$ cat src/rtl/mmio_button_reader.sv
`default_nettype none
// ============================================================================
// Module      : mmio_button_reader
// Description : Read-side responder for the memory-mapped button. Synchronises
//               and optionally debounces the pin (BUTTON_DEBOUNCE_EN), counts
//               presses (clear-on-read at BASE_ADDR), live level at BASE_ADDR+1.
// Revision    : 1.0 - initial release
// ============================================================================
module mmio_button_reader #(
    parameter logic [7:0] BASE_ADDR = 8'd254,
    parameter int         DB_CYCLES = 16,
    parameter int         CNT_SAT   = 1
) (
    input  logic       clock,
    input  logic       reset,
    input  logic       button,
    input  logic       r_req,
    input  logic [7:0] addr,
    output logic [7:0] r_data,
    output logic       r_valid,
    output logic       btn_level
);

    localparam logic [7:0] c_lvl_addr = BASE_ADDR + 8'd1;
    localparam logic [0:0] c_st_idle  = 1'b0;
    localparam logic [0:0] c_st_resp  = 1'b1;

    logic       r_sync1;
    logic       r_sync2;
    logic       r_level;
    logic       r_level_d;
    logic [7:0] r_press_cnt;
    logic [0:0] r_state;
    logic [7:0] r_rdata;
    logic       r_rvalid;

    logic       w_rise;
    logic       w_hit_cnt;
    logic       w_hit_lvl;
    logic [7:0] w_cnt_inc;

    always_ff @(posedge clock) begin
        if (reset) begin
            r_sync1 <= 1'b0;
            r_sync2 <= 1'b0;
        end else begin
            r_sync1 <= button;
            r_sync2 <= r_sync1;
        end
    end

`ifdef BUTTON_DEBOUNCE_EN
    localparam logic [7:0] c_db_last = 8'(DB_CYCLES - 1);
    logic [7:0] r_db_cnt;

    // Level changes only after DB_CYCLES consecutive mismatching cycles.
    always_ff @(posedge clock) begin
        if (reset) begin
            r_db_cnt <= 8'd0;
            r_level  <= 1'b0;
        end else if (r_sync2 != r_level) begin
            if (r_db_cnt == c_db_last) begin
                r_level  <= r_sync2;
                r_db_cnt <= 8'd0;
            end else begin
                r_db_cnt <= r_db_cnt + 8'd1;
            end
        end else begin
            r_db_cnt <= 8'd0;
        end
    end
`else
    logic [7:0] w_unused_db;
    assign w_unused_db = 8'(DB_CYCLES);

    always_ff @(posedge clock) begin
        if (reset) begin
            r_level <= 1'b0;
        end else begin
            r_level <= r_sync2;
        end
    end
`endif

    assign w_rise    = r_level & ~r_level_d;
    assign w_hit_cnt = r_req && (addr == BASE_ADDR);
    assign w_hit_lvl = r_req && (addr == c_lvl_addr);
    assign w_cnt_inc = ((CNT_SAT != 0) && (r_press_cnt == 8'hFF)) ? 8'hFF
                                                                  : r_press_cnt + 8'd1;

    always_ff @(posedge clock) begin
        if (reset) begin
            r_level_d   <= 1'b0;
            r_press_cnt <= 8'd0;
            r_state     <= c_st_idle;
            r_rdata     <= 8'h00;
            r_rvalid    <= 1'b0;
        end else begin
            r_level_d <= r_level;
            // A press landing on the clearing edge survives as a count of one.
            if ((r_state == c_st_idle) && w_hit_cnt) begin
                r_press_cnt <= {7'b0, w_rise};
            end else if (w_rise) begin
                r_press_cnt <= w_cnt_inc;
            end

            case (r_state)
                c_st_idle: begin
                    if (w_hit_cnt) begin
                        r_state  <= c_st_resp;
                        r_rdata  <= r_press_cnt;
                        r_rvalid <= 1'b1;
                    end else if (w_hit_lvl) begin
                        r_state  <= c_st_resp;
                        r_rdata  <= {7'b0, r_level};
                        r_rvalid <= 1'b1;
                    end
                end
                default: begin
                    r_state  <= c_st_idle;
                    r_rdata  <= 8'h00;
                    r_rvalid <= 1'b0;
                end
            endcase
        end
    end

    assign r_data    = r_rdata;
    assign r_valid   = r_rvalid;
    assign btn_level = r_level;

endmodule
`default_nettype wire

$ cat config.mk
export PLATFORM = sky130hd
export DESIGN_NAME = mmio_button_reader
export DESIGN_NICKNAME = d
export VERILOG_FILES = /design/src/rtl/mmio_button_reader.sv
export SDC_FILE = /design/constraint.sdc
export NUM_CORES = 1
export LEC_CHECK = 0
export CAP_MARGIN = 40
export CORE_MARGIN = 5
export CORE_UTILIZATION = 50
export DETAILED_ROUTE_END_ITERATION = 16
export HOLD_SLACK_MARGIN = 0.12
export PLACE_DENSITY = 0.81
export SYNTH_ARGS = -nofsm -noshare
export SYNTH_HDL_FRONTEND = slang
export SYNTH_SLANG_ARGS = --single-unit
export TNS_END_PERCENT = 20
$ cat constraint.sdc
create_clock -name clock -period 2.1 [get_ports clock]
set_input_delay 0.42 -clock clock [delete_from_list [all_inputs] [get_ports clock]]
set_output_delay 0.42 -clock clock [all_outputs]
set_load 0.005 [all_outputs]
Word-level counts from Yosys, hierarchy flattened. Cells that the tools add are included.

Register bits: 22. Logic and storage cells: 32.

$add $sub $neg: 1. Equal/unequal tests: 3. Multiplexer cells: 9. Bitwise operators: 3. Reduce and logical (&&, ||, !) cells: 7.

Operators with widths (number): $eq A8 B8 Y1 const B (3); $mux W8 (3); $add A8 B1 Y8 const B (1); $mux W1 (6); $reduce_bool A2 Y1 (2); $reduce_or A2 Y1 (2); $logic_and A1 B1 Y1 (3); $not A1 Y1 (2); $and A1 B1 Y1 (1).

Logic depth before layout (Yosys ltp). Gate-level depths: netlist (run 1).

Word-level depth: 4. Depth in mapped cells: 5. Mapped depth without buffers: 5.

Worst setup path before layout (run 1). OpenSTA, ideal clock, no wires.

Path kind: input to register. Start: input port addr[6]. End: register r_rdata[1], in the netlist r_data[1]. Library setup time: 0.128 ns. Arrival: 1.155 ns. Required time: 1.972 ns. Path slack: 0.817 ns. Cell stages on the path: 5. Buffers on the path: 1. Path through: nand4_2 > or2_1 > buf_6 > a22oi_1 > nor2_1.

Longest elaborated chain between the ends: 3.

Ends and longest elaborated chain: from (decl) (RTL line 18) `input logic [7:0] addr,`; $eq A8 B8 Y1, on equally long branches (RTL line 86, 87); $logic_and A1 B1 Y1, on equally long branches (RTL line 86, 87); $mux W8 or $reduce_bool A2 Y1 (tied branches); to (signal assigned) (RTL line 111) `r_rdata <= r_press_cnt;`; to (signal assigned) (RTL line 115) `r_rdata <= {7'b0, r_level};`; to (decl) (RTL line 34) `logic [7:0] r_rdata;`.

Parallel ways exist; a longest one is shown, timed or not. A chain may end at the register's enable or synchronous reset.

Worst setup path after layout (run 1).
Start: register r_level, in the netlist btn_level. End: output port btn_level.

RTL lines: from (decl) (RTL line 30) `logic r_level;`; from (signal assigned) (RTL line 80) `r_level <= r_sync2;`; to (decl) (RTL line 21) `output logic btn_level`.

No word-level cell between the ends.

==> impl_metrics.json, run 1 <==
{
  "ant_nets": 0,
  "cp_num_buf_inv": 1,
  "synth_seq_cells": 22,
  "rows": 15,
  "clkTransAtPathRegs_ns": 0.12,
  "critPathLaunchType": "register",
  "finalMaxSlewViolations": 0,
  "synthCells": 90,
  "seqCellArea_um2": 440,
  "r2r_end": "r_press_cnt[6]$_SDFFE_PP0P_",
  "cts_htree_levels": 1,
  "place_congestion": 0.772,
  "first_pass_iters": 6,
  "fin_crit_ns": 1.69,
  "crit_path_max_fanout": 5,
  "critical_path_class": "reg2out",
  "final_cells": 138,
  "netlist_area_um2": 896,
  "setup_tns_ns": 0,
  "final_hold_viol_count": 0,
  "postCtsSetupBuffers": 0,
  "syn-num-nets": 103,
  "max_stage_delay_ns": 0.53,
  "die_y_um": 52.3,
  "syn2layout_area_growth_pct": 31.4,
  "antenna_found_initial": 0,
  "routed_wl_um": 1800,
  "status": "completed",
  "r2r-start": "btn_level$_SDFF_PP0_",
  "r2r_setup_slack_ns": 0.58,
  "cap_violations": 0,
  "crit_arrival_ns": 1.27,
  "avgRoutedWirePerCell_um": 13.1,
  "yosysWarnings": 0,
  "grt_overflow": 0,
  "fill_cells": 140,
  "ys_seq_area_share_pct": 49.2,
  "cp_cell_sequence": "clkdlybuf4s50_1",
  "synthTopCellsByArea": "dfxtp_1, nor2_1, a22oi_1",
  "synth.largest_area_cell": "dfxtp_1",
  "grt_pass1_vias": 661,
  "drive_gt1_share_pct": 9.73,
  "worstSkewPairLatency_ns": 0.30,
  "critical-path-top-delay-family": "buffers and inverters",
  "hold_ws_ns": 0.451,
  "track_usage_pct": 14.2,
  "cts_buffer_depth": 2,
  "ioPinCount": 22,
  "avgViaCountPerCell": 5.29,
  "p_per_area_mw_per_mm2": 671,
  "holdCritPathClass": "reg2reg",
  "avgSynthCellArea_um2": 9.95,
  "rsz0062_at_grt": "false",
  "hold_depth": 1,
  "crit_slowest_cell": "clkdlybuf4s50_1",
  "synth_cell_type_count": 29,
  "place_area_mm2": 0.00112,
  "holdBufCountCts": 0,
  "dp.cells": 134,
  "max_freq_mhz": 592,
  "cts_buffers": 3,
  "multi_input_area_um2": 432,
  "holdPathEnd": "r_sync2$_SDFF_PP0_",
  "cp_data_required_time_ns": 1.68,
  "antenna_cells": 0,
  "drt-initial-drc-count": 23,
  "cts-resized-gates": 0,
  "fin_crit_sh_pct": 80.4,
  "irDropWorstVdd_mv": 0.398,
  "holdCritStartpoint": "r_sync1$_SDFF_PP0_",
  "grt_max_degree": 14,
  "fin_worst_skew_ns": 0.00128,
  "worst_slew_pin_slew_ns": 0.492,
  "finalSetupViolCount": 0,
  "core-area_mm2": 0.00171,
  "end_kind": "output port",
  "synth.top_cell.area_share_pct": 49.2,
  "num_vias": 730,
  "cts_sinks": 22,
  "die_area_mm2": 0.00274,
  "root_buffer": "clkbuf_4",
  "design_area_mm2": 0.00118,
  "portBuffers": 21,
  "nNetsFinal": 127,
  "start_util_pct": 52.5,
  "maxSlewHeadroom_pct": 67.1,
  "grt_first_pass_wirelength_um": 2860,
  "cts_tree": "built",
  "drc": 0,
  "leakage_nw": 0.420,
  "hpwl_um": 1370,
  "die_w_um": 52.3,
  "cp-startpoint": "btn_level$_SDFF_PP0_",
  "worstRegToRegCells": 4
}
[worst max-delay path by stage]
| stage | end | slack, ns | cells past startpoint |
|---|---|---|---|
| global route | btn_level | 0.35 | 1 |
| floorplan | r_data[1]$_SDFFE_PP0P_ | 0.82 | 5 |
| global placement | r_data[5]$_SDFFE_PP0P_ | 0.30 | 5 |
| detailed placement | r_data[7]$_SDFFE_PP0P_ | 0.24 | 5 |
| finish | btn_level | 0.41 | 1 |
| CTS | btn_level | 0.39 | 1 |
[where the power goes]
part	total [mW]	internal (mW)	switching (mW)
clock	0.320	0.193	0.127
combinational	0.0458	0.0269	0.0190
sequential	0.424	0.421	0.00279
[final cells by class]
class	count	area share (%)
inverters	1	0.319
well taps	25	2.66
clock buffers	3	1.91
multi-input cells	64	36.7
repair buffers	22	18.5
flip-flops and latches	22	37.4
clock inverters	1	2.55
[kinds of logic (layout without fill, tap and decap cells)]
family	after synthesis	count (layout)	share of synthesized area (%)
AOI/OAI and AO/OA	18	18	14.4
xor gates and xnor gates	5	5	4.89
adders and majority gates	1	1	1.40
buffers and inverters	4	27	2.65
DFF	22	22	49.2
muxes	2	2	2.23
and+or+nand+nor	38	38	25.3
[Yosys cell counts]
master / n
inv_1: 1
clkbuf_2: 1
dfxtp_1: 22
and4_1: 1
and4b_1: 1
o41ai_2: 1
nor2_1: 16
or2_1: 1
nand3_1: 2
nand2_1: 3
nand4_4: 1
mux2i_1: 2
nor3_1: 1
a21oi_1: 5
nor4b_1: 1
a22oi_1: 7
o21ai_0: 1
xor2_1: 5
buf_6: 1
nand4_1: 3
nor3_4: 1
a211oi_1: 2
clkbuf_1: 1
or2_2: 1
ha_1: 1
nor2b_1: 5
nand4_2: 1
a21o_2: 1
a31oi_1: 1
[cells in the final DEF (no fill, tap or decap), types with 2 or more instances in the layout]
cell type        netlist  layout
a211oi_1               2       2
a21oi_1                5       5
a22oi_1                7       7
clkbuf_4               0       3
clkdlybuf4s50_1        0      21
dfxtp_1               22      22
mux2i_1                2       2
nand2_1                3       3
nand3_1                2       2
nand4_1                3       3
nor2_1                16      16
nor2b_1                5       5
xor2_1                 5       5
[through the flow]
step | worst slack [ns] | power, mW | utilization (%)
2_1_floorplan | 0.817 | 0.449 | -
3_3_place_gp | 0.300 | 0.478 | 65.9
3_5_place_dp | 0.237 | 0.480 | 65.9
4_1_cts | 0.394 | 0.799 | 68.9
5_1_grt | 0.353 | 0.814 | 68.9
6_report | 0.412 | 0.790 | 68.9
[sequential cells by signal (all words and copies together) (netlist names)]
name / count
r_valid: 1
r_sync1: 1
r_data: 8
btn_level: 1
r_level_d: 1
r_state: 1
r_press_cnt: 8
r_sync2: 1
[routing by layer]
metal	share of wire, %	GRT usage, %
met1	43	16.6
met2	49	24.0
met3	5.5	1.99
met4	1.6	8.94
met5	0	0
No activity file was read; power rests on OpenSTA's default activity.
==> run 2, diff against run 1 <==
--- a/config.mk
+++ b/config.mk
@@ -7,10 +7,10 @@
 export LEC_CHECK = 0
 export CAP_MARGIN = 40
 export CORE_MARGIN = 5
-export CORE_UTILIZATION = 50
+export CORE_UTILIZATION = 47
 export DETAILED_ROUTE_END_ITERATION = 16
 export HOLD_SLACK_MARGIN = 0.12
-export PLACE_DENSITY = 0.81
+export PLACE_DENSITY = 0.77
 export SYNTH_ARGS = -nofsm -noshare
 export SYNTH_HDL_FRONTEND = slang
 export SYNTH_SLANG_ARGS = --single-unit
==> constraint.sdc (replaced) <==
create_clock -name clock -period 1.6 [get_ports clock]
set_input_delay 0.32 -clock clock [delete_from_list [all_inputs] [get_ports clock]]
set_output_delay 0.32 -clock clock [all_outputs]
set_load 0.005 [all_outputs]
==> impl_metrics.json, run 2 (synthesized netlist as in run 1, its figures left out) <==
{
  "antenna_cells": 0,
  "critical_path_class": "reg2out",
  "p_int_uw": 845,
  "holdBufCountCts": 0,
  "place_area_mm2": 0.00115,
  "drive_gt1_share_pct": 12.9,
  "ioPinCount": 22,
  "status": "completed",
  "fin_ws_ns": 0.100,
  "max_freq_mhz": 667,
  "cp_num_buf_inv": 1,
  "rows": 15,
  "drc": 0,
  "final_cells": 141,
  "worstRegToRegCells": 5,
  "routed_wl_um": 1690,
  "seqPwrFrac_pct": 53.7,
  "cp_data_required_time_ns": 1.28,
  "design_area_mm2": 0.00120,
  "r2r_setup_slack_ns": 0.31,
  "grt_max_degree": 14,
  "r2r-start": "r_press_cnt[0]$_SDFFE_PP0P_",
  "leakage_nw": 0.436,
  "end_kind": "output port",
  "holdCritStartpoint": "r_sync2$_SDFF_PP0_",
  "core-area_mm2": 0.00176,
  "avgViaCountPerCell": 5.13,
  "dp_slack_ns": -0.130,
  "critical-path-top-delay-family": "buffers and inverters",
  "r2r_end": "r_press_cnt[4]$_SDFFE_PP0P_",
  "rsz0062_at_grt": "false",
  "worst_slew_pin_slew_ns": 0.309,
  "syn2layout_area_growth_pct": 34.1,
  "die_w_um": 53.7,
  "grt_pass1_vias": 636,
  "critPathLaunchType": "register",
  "grt_overflow": 0,
  "cp_cell_sequence": "clkdlybuf4s50_1",
  "p_per_area_mw_per_mm2": 863,
  "track_usage_pct": 13.5,
  "cts_sinks": 22,
  "clockPowerShare_pct": 40.1,
  "dp.cells": 137,
  "setup_tns_ns": 0,
  "maxSlewHeadroom_pct": 79.1,
  "antenna_found_initial": 0,
  "layout_common_cells": "clkdlybuf4s50_1, dfxtp_1, nor2_1",
  "hold_depth": 1,
  "clkTransAtPathRegs_ns": 0.11,
  "holdPathEnd": "btn_level$_SDFF_PP0_",
  "nNetsFinal": 130,
  "comb_power_share_pct": 6.2,
  "die_area_mm2": 0.00288,
  "ant_nets": 0,
  "crit_path_max_fanout": 5,
  "fin_crit_sh_pct": 93.7,
  "crit_arrival_ns": 1.18,
  "cp-startpoint": "btn_level$_SDFF_PP0_",
  "avgRoutedWirePerCell_um": 12.0,
  "postCtsSetupBuffers": 0,
  "fin_worst_skew_ns": 0.00669,
  "cts_buffers": 3,
  "start_util_pct": 50.8,
  "final_hold_viol_count": 0,
  "place_congestion": 0.837,
  "num_vias": 724,
  "irDropWorstVdd_mv": 0.646,
  "cts-resized-gates": 0,
  "cap_violations": 0,
  "total_power_mw": 1.04,
  "p_switching_uw": 192,
  "first_pass_iters": 5,
  "final_util_pct": 68.1,
  "finalMaxSlewViolations": 0,
  "hold_ws_ns": 0.444,
  "worstSkewPairLatency_ns": 0.30,
  "max_stage_delay_ns": 0.51,
  "grt_first_pass_wirelength_um": 2800,
  "root_buffer": "clkbuf_4",
  "swShare_pct": 18.5,
  "hpwl_um": 1330,
  "fin_crit_ns": 1.50,
  "crit_slowest_cell": "clkdlybuf4s50_1",
  "cts_htree_levels": 1,
  "cts_tree": "built",
  "holdCritPathClass": "reg2reg",
  "drt-initial-drc-count": 12,
  "cts_buffer_depth": 2,
  "finalSetupViolCount": 0,
  "die_y_um": 53.7,
  "portBuffers": 21
}
==> run 2: cell count changes in the layout (fill, tap and decap cells not counted) <==
| cell | delta |
|---|---|
| dfxtp_1 | -1 |
| dfxtp_2 | +1 |
| buf_4 | +3 |
==> run 2: area by class of cell <==
class,count,area [µm²]
Fill cell,162,563
Clock inverter,1,30.0
Multi-Input combinational cell,64,432
Tap cell,25,31.3
Inverter,1,3.75
Sequential cell,22,442
Clock buffer,3,22.5
Timing Repair Buffer,25,240
==> run 2: worst max path at each step <==
stage / to / slack [ns] / cells after the start
final: btn_level / 0.10 / 1
after global routing: r_valid / 0.04 / 1
after detailed placement: r_press_cnt[0]$_SDFFE_PP0P_ / -0.13 / 5
after CTS: btn_level / 0.02 / 1
after global placement: r_data[5]$_SDFFE_PP0P_ / -0.1 / 5
after floorplan: r_data[1]$_SDFFE_PP0P_ / 0.42 / 5
==> run 2: metal layers <==
layer | up-vias | part of all wire [%] | global-route usage, %
li1 | 376 | - | -
met1 | 332 | 48 | 17.2
met2 | 14 | 46 | 21.2
met3 | 2 | 5.2 | 3.32
met4 | 0 | 0.89 | 6.38
met5 | - | 0 | 0
==> run 2: power groups by stage <==
stage               Clock (mW)  Combinational [mW]  Sequential [mW]
finish                   0.416              0.0645            0.557
global route             0.463              0.0690            0.558
CTS                      0.430              0.0650            0.557
detailed placement           0              0.0647            0.569
global placement             0              0.0641            0.569
floorplan                    0              0.0218            0.568
==> variant: new RTL, config.mk and constraints of run 2 <==
Set the parameter `CNT_SAT` to 0 (it was 1).
--- a/src/rtl/mmio_button_reader.sv
+++ b/src/rtl/mmio_button_reader.sv
@@ -11,3 +11,3 @@
     parameter int         DB_CYCLES = 16,
-    parameter int         CNT_SAT   = 1
+    parameter int         CNT_SAT   = 0
 ) (
Function: same outputs for any inputs over 10 cycles, from zero or initial values and one cycle with reset high; that may be too few to reach the edited logic, so the function may still have changed.
==> variant against run 2 <==
- worst hold slack improved by 0.0061 ns
- routed wire length rose by 39%
- synthesized area up 6.1%
- register-to-register slack worse by 0.08 ns
- total power is 3.7% higher
- sequential cell count is the same
- design area grew 11%
- sequential share of layout area down 3.4 points
- worst setup slack worse by 0.025 ns
- critical path type unchanged
- largest power group unchanged
- highest routed layer unchanged
==> variant: results (changes against run 2) <==
outcome = complete, no violations
Lkg Pwr = 0.000477 uW (+9.4%)
CTS buffer count = 3 (unchanged)
drt pass-1 iters = 4 (-1)
ratio of cells with drive above 1 in the final layout = 0.179 (+0.0498)
final net count = 148 (+14%)
met3 usage = 0.0268 (-0.00643)
CP startpoint = btn_level
H-tree Lvls = 1 (unchanged)
pre-CTS setup slack = -0.0538 ns (+0.0767 ns)
hpwl dp = 1.79 mm (+35%)
Hold Crit Class = register to register
largest net degree at the start of global routing = 14 (unchanged)
Fin Clk Skew = 0.00196 ns (-0.00473 ns)
Seq/Total Area, Yosys = 0.463 (-0.0285)
worst hold start = r_sync2
number of library cell types mapped by synthesis = 30 (+3.4%)
antenna cells = 0 (unchanged)
routability congestion estimate = 0.758 (-9.4%)
Peak supply drop = 0.473 mV (-27%)
Slowest-stage cell, CP = clkdlybuf4s50_1
CP delay by family, top = buffers and inverters
met2 Resource Use GR = 0.315 (+0.103)
CP peak stage delay = 0.50 ns
Clock Path Buffers = 2 (unchanged)
via count = 920 (+27%)
async set-reset flop share out of synthesis = 0 (unchanged)
drt wl/cell = 14.6 microns (+22%)
Syn Nets = 113 (+9.7%)
initial antenna violation count = 0 (unchanged)
CTS root buffer = clkbuf_4
number of global-route vias before repair = 905 (+42%)
FF-to-FF Start = r_press_cnt[0]
Iteration-0 DRC Markers = 24 (+12)
gr usage total = 0.181 (+0.0457)
Skew-Pair Late Insertion Delay = 0.31 ns
Synth area leaders = dfxtp_1, a21oi_1, nand4b_1, o21ai_0, nor2b_1
M1 GR Usage = 0.211 (+0.0387)
Synthesis Warnings = 0 (unchanged)
global-route wire length before repair = 3.85 mm (+37%)
most frequent cells after synthesis = dfxtp_1, a21oi_1, o21ai_0
peak fanout along the critical path = 5 (unchanged)
Slew HR = 0.817 (+0.0260)
[variant: worst reg2reg max path: cells and delay by family (launching register included)]
kind / cells / cell delay (ns)
DFF: 1 / 0.47
AOI/OAI and AO/OA: 1 / 0.13
and+or+nand+nor: 2 / 0.53
adders and majority gates: 1 / 0.18
[variant: cell type report]
cell class              instances  area [sq um]
repair buffers                 33           300
clock buffers                   3          22.5
flip-flops and latches         22           444
fillers                       155           612
well taps                      27          33.8
clock inverters                 1          30.0
multi-input cells              74           495
inverters                       1          3.75
[variant: metrics by stage]
stage	std cells	TNS [ns]
CTS	159	0
global placement	155	-0.0314
detailed placement	155	-0.0538
floorplan	100	0
finish	161	0
global route	161	0
[variant: per-layer routing]
layer  share of wire  wire length [microns]  vias to the layer above
met2            0.52                   1210                       18
li1                -                      -                      449
met4           0.022                     51                        0
met3           0.032                     75                        5
met5               0                      0                        -
met1            0.43                   1010                      448
[variant: final timing paths]
kind              cells past startpoint  slack, ns             end
hold / removal                        1       0.45       btn_level
hold reg to reg                       1       0.45       btn_level
setup / recovery                      1       0.08       btn_level
setup reg to reg                      4       0.23  r_press_cnt[6]
[variant: what timing repair did]
action | in CTS | in global routing
resized for setup | 2 | 0
setup buffers | 0 | 2
setup endpoints to repair | 1 | 1
[variant: kinds of logic (layout without fill, tap and decap cells)]
family / after synthesis / count (layout) / share of synthesized area
AND/OR/NAND/NOR: 39 / 39 / 0.280
AO/OA/AOI/OAI: 31 / 31 / 0.197
flip-flops: 22 / 22 / 0.463
buffers and inverters: 4 / 38 / 0.0158
multiplexers: 2 / 2 / 0.0211
adder cells (fa/ha/maj): 1 / 1 / 0.0132
XOR/XNOR: 1 / 1 / 0.00921
[variant: power by group]
| group | total [uW] | leakage, uW | internal (uW) | switching [uW] |
|---|---|---|---|---|
| logic | 87.3 | 0.000270 | 50.6 | 36.7 |
| clock network | 431 | 0.0000279 | 253 | 177 |
| registers | 558 | 0.000179 | 552 | 5.50 |
| total | 1080 | 0.000477 | 856 | 220 |
